## config.mk

```make
export PLATFORM = sky130hd
export DESIGN_NAME = imem_loader
export DESIGN_NICKNAME = d
export VERILOG_FILES = /design/src/rtl/imem_loader_pkg.sv /design/src/rtl/imem_word_packer.sv /design/src/rtl/imem_loader.sv
export SDC_FILE = /design/constraint.sdc
export NUM_CORES = 1
export LEC_CHECK = 0
export ABC_AREA = 1
export CAP_MARGIN = 20
export CELL_PAD_IN_SITES_DETAIL_PLACEMENT = 1
export CELL_PAD_IN_SITES_GLOBAL_PLACEMENT = 1
export CORE_UTILIZATION = 39
export CTS_CLUSTER_DIAMETER = 40
export DETAILED_ROUTE_END_ITERATION = 16
export GPL_TIMING_DRIVEN = 0
export PLACE_DENSITY_LB_ADDON = 0.08
export SLEW_MARGIN = 15
export SYNTH_ARGS = -nofsm -noshare
export SYNTH_HDL_FRONTEND = slang
export SYNTH_HIERARCHICAL = 1
export SYNTH_SLANG_ARGS = --single-unit
export TNS_END_PERCENT = 50
```

## constraint.sdc

```tcl
create_clock -name clk -period 2 [get_ports clk]
set_input_delay 0.2 -clock clk [delete_from_list [all_inputs] [get_ports clk]]
set_output_delay 0.2 -clock clk [all_outputs]
set_load 0.02 [all_outputs]
```

## src/rtl/imem_loader_pkg.sv

```systemverilog
// imem_loader_pkg: states and framing constants shared by the instruction-memory loader.
package imem_loader_pkg;

    typedef enum logic [2:0] {
        IDLE,
        ADDR_H,
        ADDR_L,
        CNT_H,
        CNT_L,
        PAYLOAD,
        CHECK,
        RUN
    } loader_state_t;

    localparam logic [7:0] SYNC_BYTE  = 8'hA5;
    localparam int         WORD_BYTES = 4;

endpackage

```

## src/rtl/imem_word_packer.sv

```systemverilog
// imem_word_packer: assembles big-endian 32-bit words from a byte stream, one pulse per full word.
module imem_word_packer
    import imem_loader_pkg::*;
(
    input  logic        clk,
    input  logic        rst,
    input  logic        clear,
    input  logic        shift_en,
    input  logic [7:0]  byte_in,
    output logic [31:0] word,
    output logic        word_valid,
    output logic        last_byte
);
    localparam int CNT_W = $clog2(WORD_BYTES);

    logic [CNT_W-1:0] byte_cnt;

    assign last_byte = (byte_cnt == CNT_W'(WORD_BYTES - 1));

    // Shift bytes in MS-first; word_valid is high only in the cycle after the final byte of a word.
    always_ff @(posedge clk or negedge rst) begin
        if (!rst) begin
            word       <= '0;
            word_valid <= 1'b0;
            byte_cnt   <= '0;
        end else begin
            word_valid <= 1'b0;
            if (clear) begin
                byte_cnt <= '0;
            end else if (shift_en) begin
                word <= {word[23:0], byte_in};
                if (last_byte) begin
                    byte_cnt   <= '0;
                    word_valid <= 1'b1;
                end else begin
                    byte_cnt <= byte_cnt + CNT_W'(1);
                end
            end
        end
    end

endmodule

```

## src/rtl/imem_loader.sv

```systemverilog
// imem_loader: receives a framed byte stream, fills instruction memory and runs the core for a fixed budget.
module imem_loader
    import imem_loader_pkg::*;
#(
    parameter int ADDR_W     = 8,
    parameter int RUN_CYCLES = 50
) (
    input  logic              clk,
    input  logic              rst,
    input  logic [7:0]        byte_in,
    input  logic              byte_valid,
    output logic              byte_ready,
    output logic              mem_we,
    output logic [ADDR_W-1:0] mem_addr,
    output logic [31:0]       mem_wdata,
    output logic              cpu_run,
    output logic [31:0]       inicioPC,
    output logic              done,
    output logic              err
);
    localparam int RUN_W = $clog2(RUN_CYCLES + 1);

    loader_state_t     state;
    loader_state_t     state_next;
    logic [7:0]        hdr_hi;
    logic [15:0]       hdr_word;
    logic [15:0]       words_left;
    logic [ADDR_W-1:0] start_addr;
    logic [ADDR_W-1:0] addr_cnt;
    logic [7:0]        csum;
    logic [RUN_W-1:0]  run_cnt;
    logic              accept;
    logic              is_sync;
    logic              pack_clear;
    logic              pack_shift;
    logic              pack_valid;
    logic              pack_last;
    logic [31:0]       pack_word;

    assign byte_ready = (state != RUN);
    assign accept     = byte_valid && (state != RUN);
    assign is_sync    = (byte_in == SYNC_BYTE);
    assign hdr_word   = {hdr_hi, byte_in};
    assign mem_we     = pack_valid;
    assign mem_addr   = addr_cnt;
    assign mem_wdata  = pack_word;

    imem_word_packer u_packer (
        .clk        (clk),
        .rst        (rst),
        .clear      (pack_clear),
        .shift_en   (pack_shift),
        .byte_in    (byte_in),
        .word       (pack_word),
        .word_valid (pack_valid),
        .last_byte  (pack_last)
    );

    // Frame state register.
    always_ff @(posedge clk or negedge rst) begin
        if (!rst) begin
            state <= IDLE;
        end else begin
            state <= state_next;
        end
    end

    // Next-state decode plus the run/done outputs derived from the run counter.
    always_comb begin
        state_next = state;
        cpu_run    = 1'b0;
        done       = 1'b0;
        pack_clear = 1'b0;
        pack_shift = 1'b0;
        case (state)
            IDLE: begin
                if (accept && is_sync) begin
                    state_next = ADDR_H;
                    pack_clear = 1'b1;
                end
            end
            ADDR_H:  if (accept) state_next = ADDR_L;
            ADDR_L:  if (accept) state_next = CNT_H;
            CNT_H:   if (accept) state_next = CNT_L;
            CNT_L: begin
                if (accept) begin
                    state_next = (hdr_word == 16'd0) ? CHECK : PAYLOAD;
                end
            end
            PAYLOAD: begin
                if (accept) begin
                    pack_shift = 1'b1;
                    if (pack_last && (words_left == 16'd1)) begin
                        state_next = CHECK;
                    end
                end
            end
            CHECK: begin
                if (accept) begin
                    state_next = (byte_in == csum) ? RUN : IDLE;
                end
            end
            RUN: begin
                if (run_cnt == '0) begin
                    done       = 1'b1;
                    state_next = IDLE;
                end else begin
                    cpu_run = 1'b1;
                end
            end
            default: state_next = IDLE;
        endcase
    end

    // Header capture, write address, payload checksum, run budget and the sticky error flag.
    always_ff @(posedge clk or negedge rst) begin
        if (!rst) begin
            hdr_hi     <= '0;
            words_left <= '0;
            start_addr <= '0;
            addr_cnt   <= '0;
            csum       <= '0;
            run_cnt    <= '0;
            inicioPC   <= '0;
            err        <= 1'b0;
        end else begin
            if (pack_valid) begin
                addr_cnt <= addr_cnt + ADDR_W'(1);
            end
            case (state)
                IDLE: begin
                    if (accept && is_sync) begin
                        err  <= 1'b0;
                        csum <= '0;
                    end
                end
                ADDR_H, CNT_H: begin
                    if (accept) hdr_hi <= byte_in;
                end
                ADDR_L: begin
                    if (accept) begin
                        start_addr <= hdr_word[ADDR_W-1:0];
                        addr_cnt   <= hdr_word[ADDR_W-1:0];
                    end
                end
                CNT_L: begin
                    if (accept) words_left <= hdr_word;
                end
                PAYLOAD: begin
                    if (accept) begin
                        csum <= csum ^ byte_in;
                        if (pack_last) words_left <= words_left - 16'd1;
                    end
                end
                CHECK: begin
                    if (accept) begin
                        if (byte_in == csum) begin
                            inicioPC <= 32'({start_addr, 2'b00});
                            run_cnt  <= RUN_W'(RUN_CYCLES);
                        end else begin
                            err <= 1'b1;
                        end
                    end
                end
                RUN: begin
                    if (run_cnt != '0) run_cnt <= run_cnt - RUN_W'(1);
                end
                default: ;
            endcase
        end
    end

endmodule

```

==> results.cfg <==
[worst_setup_path]
worstPathRequired_ns = 1.80
crit_arrival_ns = 1.67
worstSetupEndpointType = output port
critPathMaxFanout = 8
startpoint_type = register
r2r-end = u_packer/word[27]
worstSetupPathType = register to output port
ff2ff_setup_slack_ns = 0.16
ff2ff_path_depth = 11
crit_start = run_cnt[0]
r2r_start = state[0]

[synthesis]
ys_async_sr_fraction = 1.00
synthesis.area_mm2 = 0.00534
ys_ff_latch = 101
synth.avg_cell_area_um2 = 7.78
seq_area_frac_synth = 0.473
yosysUniqueCellTypes = 37
yosys_warnings = 6
syn_inst = 686
synth_edf_count = 0
yosys_most_used_dff = dfrtp_1
synthTopCellsByArea = dfrtp_1 47%, nand2_1 15%, nand3_1 6.4%
yosys.area.top_type = dfrtp_1
synth_top_area_frac = 0.473

[drt]
drt-wirelength-per-cell_um = 16.1
vias = 4882
drt_iter0_drc = 279
antenna_left = 0
first_pass_iters = 4
wl_mm = 15.6
post-route-drc-count = 0
vias_per_cell = 5.05

[layout]
nFillCells = 1651
diodes = 0
layoutNonFillerInstCount = 967
layout-drive-gt1-share = 0.129
areaGrowthSynthToFinish_pct = 24.2
finalInstanceArea_mm2 = 0.00663
nNetsFinal = 803

[hold_path]
hold_end = u_packer/word[0]
hp-class = input port to register
hp-start = byte_in[0]
hold_depth = 3

[sta]
relSlewSlack = 0.664
fin_crit_sh = 0.936
finalSetupViolCount = 0
hold_viol_final = 0
worst_slew_pin_slew_ns = 0.504
skew_ns = 0.00404
rsz0062_at_grt = no
min_period_ns = 1.87
fmax_ghz = 0.534
maxSlewViolCount = 0

[flow_run]
cap_viol_max_count = 0

[global_routing]
antenna_found_initial = 0
grt_pass1_wl_mm = 26.1
grt_overflow_total = 0
grt_util_all_layers = 0.235
grt_pass1_vias = 5166
grt_start_max_net_pins = 54

[clocking]
worstSkewPairLatency_ns = 0.36
root_buffer = clkbuf_16
cts_buffers = 9
clkTransAtPathRegs_ns = 0.07
htree_levels = 3
cts_sinks = 101
cts_buffer_depth = 2
cts_tree = done

[floorplanning]
initial_utilization = 0.402
pin_count = 88
row_count = 42
die_h_um = 119
core-area_mm2 = 0.0133
die_w_um = 119
fp.dieArea_mm2 = 0.0142

[power_and_ir_drop]
total_power_mw = 8.72
power.density_mw_per_mm2 = 1320
p_leak_nw = 3.33
ir_drop_mv = 0.590

[placement]
placed_cell_area_mm2 = 0.00631
place_inst = 949
place_congestion = 0.862
dp_hpwl_mm = 11.5
io_buffer_count = 63

[status]
status = complete, no violations
==> metal layers <==
| metal | wire (um) | vias to the layer above | GRT usage |
|---|---|---|---|
| li1 | - | 2341 | - |
| met1 | 7030 | 2428 | 0.303 |
| met2 | 7790 | 95 | 0.408 |
| met3 | 492 | 18 | 0.0249 |
| met4 | 261 | 0 | 0.0799 |
| met5 | 0 | - | 0 |
==> registers in the layout, indices dropped and copies added (netlist names) <==
name                 flops
err                      1
inicioPC                 8
start_addr               8
hdr_hi                   8
mem_addr                 8
u_packer/word           32
run_cnt                  6
u_packer/byte_cnt        2
u_packer/word_valid      1
words_left              16
csum                     8
state                    3
==> cells in the final DEF, fill, tap and decap left out, types with 6 or more instances in the layout <==
| cell type | n |
|---|---|
| dfrtp_1 | 100 |
| conb_1 | 24 |
| o21ai_1 | 23 |
| nand4_1 | 16 |
| o21ai_0 | 34 |
| clkbuf_16 | 9 |
| a21oi_1 | 13 |
| inv_2 | 14 |
| nor2_1 | 49 |
| buf_2 | 8 |
| nand2_1 | 219 |
| buf_4 | 33 |
| ha_1 | 6 |
| nor2_2 | 7 |
| buf_6 | 7 |
| clkdlybuf4s50_1 | 56 |
| inv_1 | 50 |
| nand3_1 | 68 |
==> synthesized netlist by cell type (2+ instances only) <==
master	instances
a21oi_1	13
xor2_1	4
buf_6	6
nor2_2	5
ha_1	6
nor3_1	5
xnor2_1	5
inv_1	51
nand3b_1	2
nand4_1	16
o21ai_1	23
o21ai_0	34
nand2_1	219
dfrtp_1	101
nand3_2	2
nor2_1	51
inv_2	13
nand2_4	2
nand2_2	4
nand3_1	68
buf_2	11
or2_2	2
buf_4	29
==> worst max-delay path, cell delays in order, from the launching register on <==
cell and delay [ns]:
dfrtp_1 0.40, inv_1 0.08, ha_1 0.19, nand3_1 0.13, nand2_2 0.14, inv_2 0.08, clkdlybuf4s15_1 0.30
==> power by group <==
part	internal (mW)	leakage (nW)	switching [mW]	total (mW)
clock network	0.986	0.148	0.841	1.83
registers	2.79	1.30	0.649	3.44
logic	1.38	1.88	2.07	3.45
==> cell type report <==
type	count	area, um2	area share
Sequential cell	101	2530	0.381
Multi-Input combinational cell	496	2310	0.349
Timing Repair Buffer	66	671	0.101
Buffer	48	357	0.0538
Inverter	64	240	0.0362
Clock buffer	10	229	0.0345
Tap cell	176	220	0.0332
Clock inverter	6	70.1	0.0106
==> kinds of logic (layout without fill, tap and decap cells) <==
kind of cell,count (synthesis),after routing,share of synthesized area
compound gates,76,76,0.0743
xor+xnor,9,9,0.0148
fa+ha+maj,6,6,0.0141
buf+inv,112,194,0.110
flops,101,101,0.473
mux,1,1,0.00187
other cells,1,24,0.000702
simple gates,380,380,0.311
==> worst max-delay path by stage <==
stage | end | slack [ns] | cells after the start
CTS | u_packer/word[27] | 0.03 | 11
finish | cpu_run | 0.13 | 6
global route | u_packer/word[9] | 0.01 | 11
detailed placement | u_packer/word[27] | -0.53 | 12
floorplan | u_packer/word[0] | 0.30 | 12
global placement | run_cnt[4] | -3.26 | 1
==> per-stage QoR <==
stage | util | setup slack (ns) | hold slack [ns] | setup TNS, ns
CTS | 0.498 | 0.0286 | 0.347 | 0
global route | 0.499 | 0.0146 | 0.394 | 0
detailed placement | 0.474 | -0.529 | 0.182 | -17.72
floorplan | - | 0.296 | -0.0956 | 0
finish | 0.499 | 0.127 | 0.332 | 0
global placement | 0.472 | -3.26 | 0.452 | -345.90
==> timing repair <==
item / in CTS / in global routing
cloned: 0 / 0
gates resized for setup: 9 / 5
setup buffers: 0 / 1
endpoints found under the setup margin: 33 / 32
hold endpoints to repair: 48 / 0
hold buffers: 1 / 0
(Power assumes the default switching activity.)
